### src/rtl/uart_pkg.sv
// Shared types for the oversampling UART receiver: FSM states, LED codes, defaults.
// UART_RX_PARITY_EN adds the PARITY state between DATA and STOP.
package uart_pkg;

    localparam int N_DEF           = 8;
    localparam int COUNT_TICKS_DEF = 16;

    typedef enum logic [2:0] {
        IDLE,
        START,
        DATA,
`ifdef UART_RX_PARITY_EN
        PARITY,
`endif
        STOP
    } rx_state_t;

    localparam logic [3:0] LED_IDLE  = 4'b0001;
    localparam logic [3:0] LED_START = 4'b0010;
    localparam logic [3:0] LED_DATA  = 4'b0100;
    localparam logic [3:0] LED_STOP  = 4'b1000;

    // PARITY shares the DATA lamp so the LED word stays one-hot over four bits.
    function automatic logic [3:0] state_led(input rx_state_t st);
        logic [3:0] led;
        led = LED_IDLE;
        case (st)
            IDLE:    led = LED_IDLE;
            START:   led = LED_START;
            DATA:    led = LED_DATA;
`ifdef UART_RX_PARITY_EN
            PARITY:  led = LED_DATA;
`endif
            STOP:    led = LED_STOP;
            default: led = LED_IDLE;
        endcase
        return led;
    endfunction

endpackage

### src/rtl/rx_sync.sv
// Two-flop synchronizer for an idle-high asynchronous line.
// Latency: 2 clocks. No backpressure; output powers up and resets to 1.
module rx_sync (
    input  logic i_clk,
    input  logic i_rst,
    input  logic d,
    output logic q
);

    logic meta;

    always_ff @(posedge i_clk or posedge i_rst) begin
        if (i_rst) begin
            meta <= 1'b1;
            q    <= 1'b1;
        end else begin
            meta <= d;
            q    <= meta;
        end
    end

endmodule

### src/rtl/uart_rx_sampler.sv
// Oversampling 8N1 receiver: line -> parallel bytes using a shared 16x baud tick.
// Latency: o_valid one clock after the mid-stop-bit tick. No backpressure: pulses must be taken when seen.
// Build option UART_RX_PARITY_EN inserts an even-parity bit before the stop bit.
module uart_rx_sampler
    import uart_pkg::*;
#(
    parameter int N           = N_DEF,
    parameter int COUNT_TICKS = COUNT_TICKS_DEF
) (
    input  logic         i_clk,
    input  logic         i_rst,
    input  logic         i_tick,
    input  logic         i_rx,
    output logic [N-1:0] o_data,
    output logic         o_valid,
    output logic         o_frame_err,
    output logic         o_parity_err,
    output logic [3:0]   o_state,
    output logic         o_started
);

    localparam int SW = $clog2(COUNT_TICKS);
    localparam int NW = $clog2(N + 1);
    localparam logic [SW-1:0] S_MID  = SW'(COUNT_TICKS / 2 - 1);
    localparam logic [SW-1:0] S_LAST = SW'(COUNT_TICKS - 1);
    localparam logic [NW-1:0] N_LAST = NW'(N - 1);

    rx_state_t     state;
    logic [SW-1:0] s;
    logic [NW-1:0] n;
    logic [N-1:0]  shreg;
    logic          rx_s;
    logic          parity_ok;

    rx_sync u_sync (
        .i_clk (i_clk),
        .i_rst (i_rst),
        .d     (i_rx),
        .q     (rx_s)
    );

`ifdef UART_RX_PARITY_EN
    logic par_bit;
    logic par_err_q;
    assign parity_ok    = ~(^shreg ^ par_bit);
    assign o_parity_err = par_err_q;
`else
    assign parity_ok    = 1'b1;
    assign o_parity_err = 1'b0;
`endif

    assign o_state = state_led(state);

    always_ff @(posedge i_clk or posedge i_rst) begin
        if (i_rst) begin
            state       <= IDLE;
            s           <= '0;
            n           <= '0;
            shreg       <= '0;
            o_data      <= '0;
            o_valid     <= 1'b0;
            o_frame_err <= 1'b0;
            o_started   <= 1'b0;
`ifdef UART_RX_PARITY_EN
            par_bit     <= 1'b0;
            par_err_q   <= 1'b0;
`endif
        end else begin
            o_valid     <= 1'b0;
            o_frame_err <= 1'b0;
`ifdef UART_RX_PARITY_EN
            par_err_q   <= 1'b0;
`endif
            case (state)
                IDLE: begin
                    if (!rx_s) begin
                        state <= START;
                        s     <= '0;
                    end
                end
                START: begin
                    if (i_tick) begin
                        if (s == S_MID) begin
                            // A line that is high again at mid start bit was noise.
                            if (!rx_s) begin
                                state     <= DATA;
                                s         <= '0;
                                n         <= '0;
                                o_started <= 1'b1;
                            end else begin
                                state <= IDLE;
                            end
                        end else begin
                            s <= s + 1'b1;
                        end
                    end
                end
                DATA: begin
                    if (i_tick) begin
                        if (s == S_LAST) begin
                            s     <= '0;
                            shreg <= {rx_s, shreg[N-1:1]};
                            n     <= n + 1'b1;
                            if (n == N_LAST) begin
`ifdef UART_RX_PARITY_EN
                                state <= PARITY;
`else
                                state <= STOP;
`endif
                            end
                        end else begin
                            s <= s + 1'b1;
                        end
                    end
                end
`ifdef UART_RX_PARITY_EN
                PARITY: begin
                    if (i_tick) begin
                        if (s == S_LAST) begin
                            s       <= '0;
                            par_bit <= rx_s;
                            state   <= STOP;
                        end else begin
                            s <= s + 1'b1;
                        end
                    end
                end
`endif
                STOP: begin
                    if (i_tick) begin
                        if (s == S_LAST) begin
                            s         <= '0;
                            state     <= IDLE;
                            o_started <= 1'b0;
                            if (rx_s) begin
                                if (parity_ok) begin
                                    o_data  <= shreg;
                                    o_valid <= 1'b1;
                                end
                            end else begin
                                o_frame_err <= 1'b1;
                            end
`ifdef UART_RX_PARITY_EN
                            par_err_q <= ~parity_ok;
`endif
                        end else begin
                            s <= s + 1'b1;
                        end
                    end
                end
                default: state <= IDLE;
            endcase
        end
    end

endmodule

### config.mk
export PLATFORM = sky130hd
export DESIGN_NAME = uart_rx_sampler
export DESIGN_NICKNAME = d
export VERILOG_FILES = /design/src/rtl/uart_pkg.sv /design/src/rtl/rx_sync.sv /design/src/rtl/uart_rx_sampler.sv
export SDC_FILE = /design/constraint.sdc
export NUM_CORES = 1
export LEC_CHECK = 0
export BUFFER_PORTS_ARGS = -buffer_cell sky130_fd_sc_hd__buf_2
export CORE_MARGIN = 4
export CORE_UTILIZATION = 39
export DETAILED_ROUTE_END_ITERATION = 8
export SLEW_MARGIN = 30
export SYNTH_ARGS = -nofsm -noshare
export SYNTH_HDL_FRONTEND = slang
export SYNTH_HIERARCHICAL = 1
export SYNTH_SLANG_ARGS = --single-unit
### constraint.sdc
create_clock -name i_clk -period 4.1 [get_ports i_clk]
set_clock_uncertainty 0.1 [all_clocks]
set_input_delay 0.205 -clock i_clk [delete_from_list [all_inputs] [get_ports i_clk]]
set_output_delay 0.205 -clock i_clk [all_outputs]
set_load 0.05 [all_outputs]
==> key figures <==
Cells and area
  • Post-route cell area: 1650 um2
  • Register Area: 778 um2
  • Final nets: 147
  • N_diodes: 0
  • Layout cells sized above 1: 30.5%
  • Final Non-Filler Cells: 187
  • Multi-input gate area: 587 um2
  • Fillers: 311
  • Area grow syn2layout: 14.6%

Synth
  • Post-Synth XOR/XNOR Area: 0%
  • Ys Warns: 6
  • Netlist cell types: 37
  • Ys async rst share: 100%
  • Mapped Area: 1440 um2
  • Average size of a mapped cell: 12.0 um2
  • Most frequent cell after synthesis: dfrtp_1
  • Post-synth EDFFs: 0
  • Synthesis-stage register bit count: 31
  • Simple-gate share of the synthesized area: 14.3%
  • Syn Nets: 126
  • Synth cell count leaders: dfrtp_1 (29), mux2_1 (8), mux2_4 (8), nand2_1 (8), o21ai_0 (8)
  • Synth Area in Compound Gates: 8.25%
  • Yosys top cell area share: 50.4%
  • Synth Area in Adders: 1.74%
  • Area leader, netlist: dfrtp_1
  • Mux share of post-synthesis cell area: 16.2%
  • Sequential-to-total area share from yosys stat: 54.0%
  • Mapped Cells: 120
  • Top cells by area, synth: dfrtp_1 (50%), mux2_4 (8.3%), mux2_1 (6.3%)
  • Top FF cell, synth: dfrtp_1
  • Largest family of logic cells by synthesized area: multiplexers

Power and ir drop
  • Leak: 0.000878 uW
  • Worst-case vdd ir drop: 0.272 mV
  • Power Total: 855 uW
  • Power Dens Cells: 518 nW/um2

Floorplan
  • Full die area: 4730 um2
  • Die height: 68.8 um
  • Initial Util: 41.8%
  • CORE AREA: 3440 um2
  • Die Span X: 68.8 um
  • Rows: 21
  • Ports: 20

Timing
  • Endpoints failing hold: 0
  • Worst-Margin Slew: 594 ps
  • Final setup vio count: 0
  • Fin crit share: 48.6%
  • Hold Worst Slack: 168 ps
  • RSZ-0062 raised after global routing: no
  • Max Clock Freq: 502 MHz
  • Max_slew headroom: 60.3%
  • Setup_tns: 0 ps
  • Min Tclk post-route: 1990 ps
  • Count of final max-slew check failures: 0

Route
  • Detail Route Antenna Nets: 0
  • Starting DRC count in detailed routing: 34
  • DRC Markers: 0
  • First drt pass iteration count: 6
  • Vias per inst: 5.13
  • WL per Instance: 13.0 um
  • Overall routed net length: 2.43 mm
  • Vias after detailed routing: 959

Global routing
  • Pin count of the biggest net entering global routing: 30
  • First-pass GRT wire length: 4.35 mm
  • Initial antenna violation count: 0
  • Number of global-route vias before repair: 993
  • Gr usage total: 12.7%
  • GRT overflow: 0

Critical path
  • WP data arrival: 2050 ps
  • CP endpoint kind: register
  • CP Class: reg -> reg
  • Setup crit start kind: register
  • Critical Path Fanout Max: 9
  • Worst Path Required: 4160 ps

Placed design
  • IO Port Bufs: 18
  • DP Area: 1540 um2
  • Post-DP HPWL: 1.71 mm
  • Placed cells: 178
  • GPL Wtd Cong: 0.903

Run
  • Maxcap violations: 0

Clocking
  • Num CTS Buffers: 5
  • Worst-path clk slew: 60 ps
  • Skew-Pair Late Insertion Delay: 280 ps
  • H-tree depth: 2
  • Sink Count: 31
  • Setup Fix Bufs, Post-CTS: 0
  • Clk root buf: clkbuf_8
  • Worst-case clock buffer depth: 2
  • CTS tree: yes

Outcome
  • Run status: finished, final reports clean

Worst hold path
  • HP Class: in -> reg
==> worst max-delay path, cell delays in order, from the launching register on <==
cell and delay (ps):
dfrtp_1 380, ha_1 270, nand4_2 140, or3_1 610, mux2_4 380
==> report_power, final <==
group | total, uW | internal [uW] | switching (uW)
sequential | 398 | 337 | 60.7
clock | 235 | 131 | 103
combinational | 222 | 79.1 | 143
total | 855 | 547 | 307
==> cell families (layout without fill, tap and decap cells) <==
kind of cell	after synthesis	count (layout)
AO/OA/AOI/OAI	20	20
adder cells (fa/ha/maj)	2	2
buffers and inverters	14	35
flip-flops	31	31
multiplexers	18	18
other	1	1
AND/OR/NAND/NOR	34	34
==> cells in the final DEF (no fill, tap or decap), types with 2 or more instances in the layout <==
| cell type | netlist | final |
|---|---|---|
| a21oi_1 | 6 | 6 |
| a22o_1 | 2 | 2 |
| buf_2 | 3 | 18 |
| clkbuf_8 | 0 | 6 |
| dfrtp_1 | 29 | 29 |
| dfstp_2 | 2 | 2 |
| dlygate4sd3_1 | 0 | 2 |
| ha_1 | 2 | 2 |
| inv_1 | 7 | 6 |
| inv_2 | 1 | 2 |
| mux2_1 | 8 | 8 |
| mux2_2 | 2 | 2 |
| mux2_4 | 8 | 8 |
| nand2_1 | 8 | 8 |
| nand3_1 | 3 | 3 |
| nand4_1 | 2 | 2 |
| nor2_1 | 4 | 4 |
| nor2b_1 | 2 | 2 |
| nor3_1 | 3 | 3 |
| o21ai_0 | 8 | 8 |
==> repair_timing <==
item | CTS | global route
hold buffers | 2 | 0
hold endpoints to repair | 32 | 0
gates resized for setup | 0 | 0
==> stage by stage <==
stage	setup WS [ps]	utilization [%]
6_report	2110	47.9
5_1_grt	2010	47.9
4_1_cts	2090	47.9
3_5_place_dp	2090	44.8
3_3_place_gp	2150	44.8
2_1_floorplan	2330	-
==> routing by layer <==
layer | vias up | wire, um | global-route usage (%)
li1 | 459 | - | -
met1 | 461 | 1130 | 14.5
met2 | 32 | 1090 | 21.1
met3 | 7 | 152 | 3.57
met4 | 0 | 60 | 7.54
met5 | - | 0 | 0
==> area by class of cell <==
| type | instances | area share (%) |
|---|---|---|
| well taps | 46 | 3.49 |
| clock inverters | 1 | 0.303 |
| flip-flops and latches | 31 | 47.2 |
| repair buffers | 20 | 6.67 |
| inverters | 8 | 1.82 |
| clock buffers | 6 | 5.00 |
| multi-input cells | 75 | 35.6 |
==> state kept, by name, summed over array words and instances (netlist names) <==
register / flops
n: 4
o_valid: 1
shreg: 8
s: 4
u_sync/meta: 1
o_data: 8
state: 2
o_frame_err: 1
o_started: 1
u_sync/q: 1
==> worst paths after layout <==
kind                        startpoint           to  slack, ps  cells past startpoint
setup reg to reg                  s[0]    o_data[4]       2110                      4
min in group asynchronous        i_rst  u_sync/meta        410                      3
hold / removal                  i_tick  o_frame_err        170                      3
hold reg to reg            u_sync/meta     u_sync/q        260                      0
max in group asynchronous        i_rst     shreg[7]       3060                      3
setup / recovery                  s[0]    o_data[4]       2110                      4
Power figures use the tool's default switching activity.
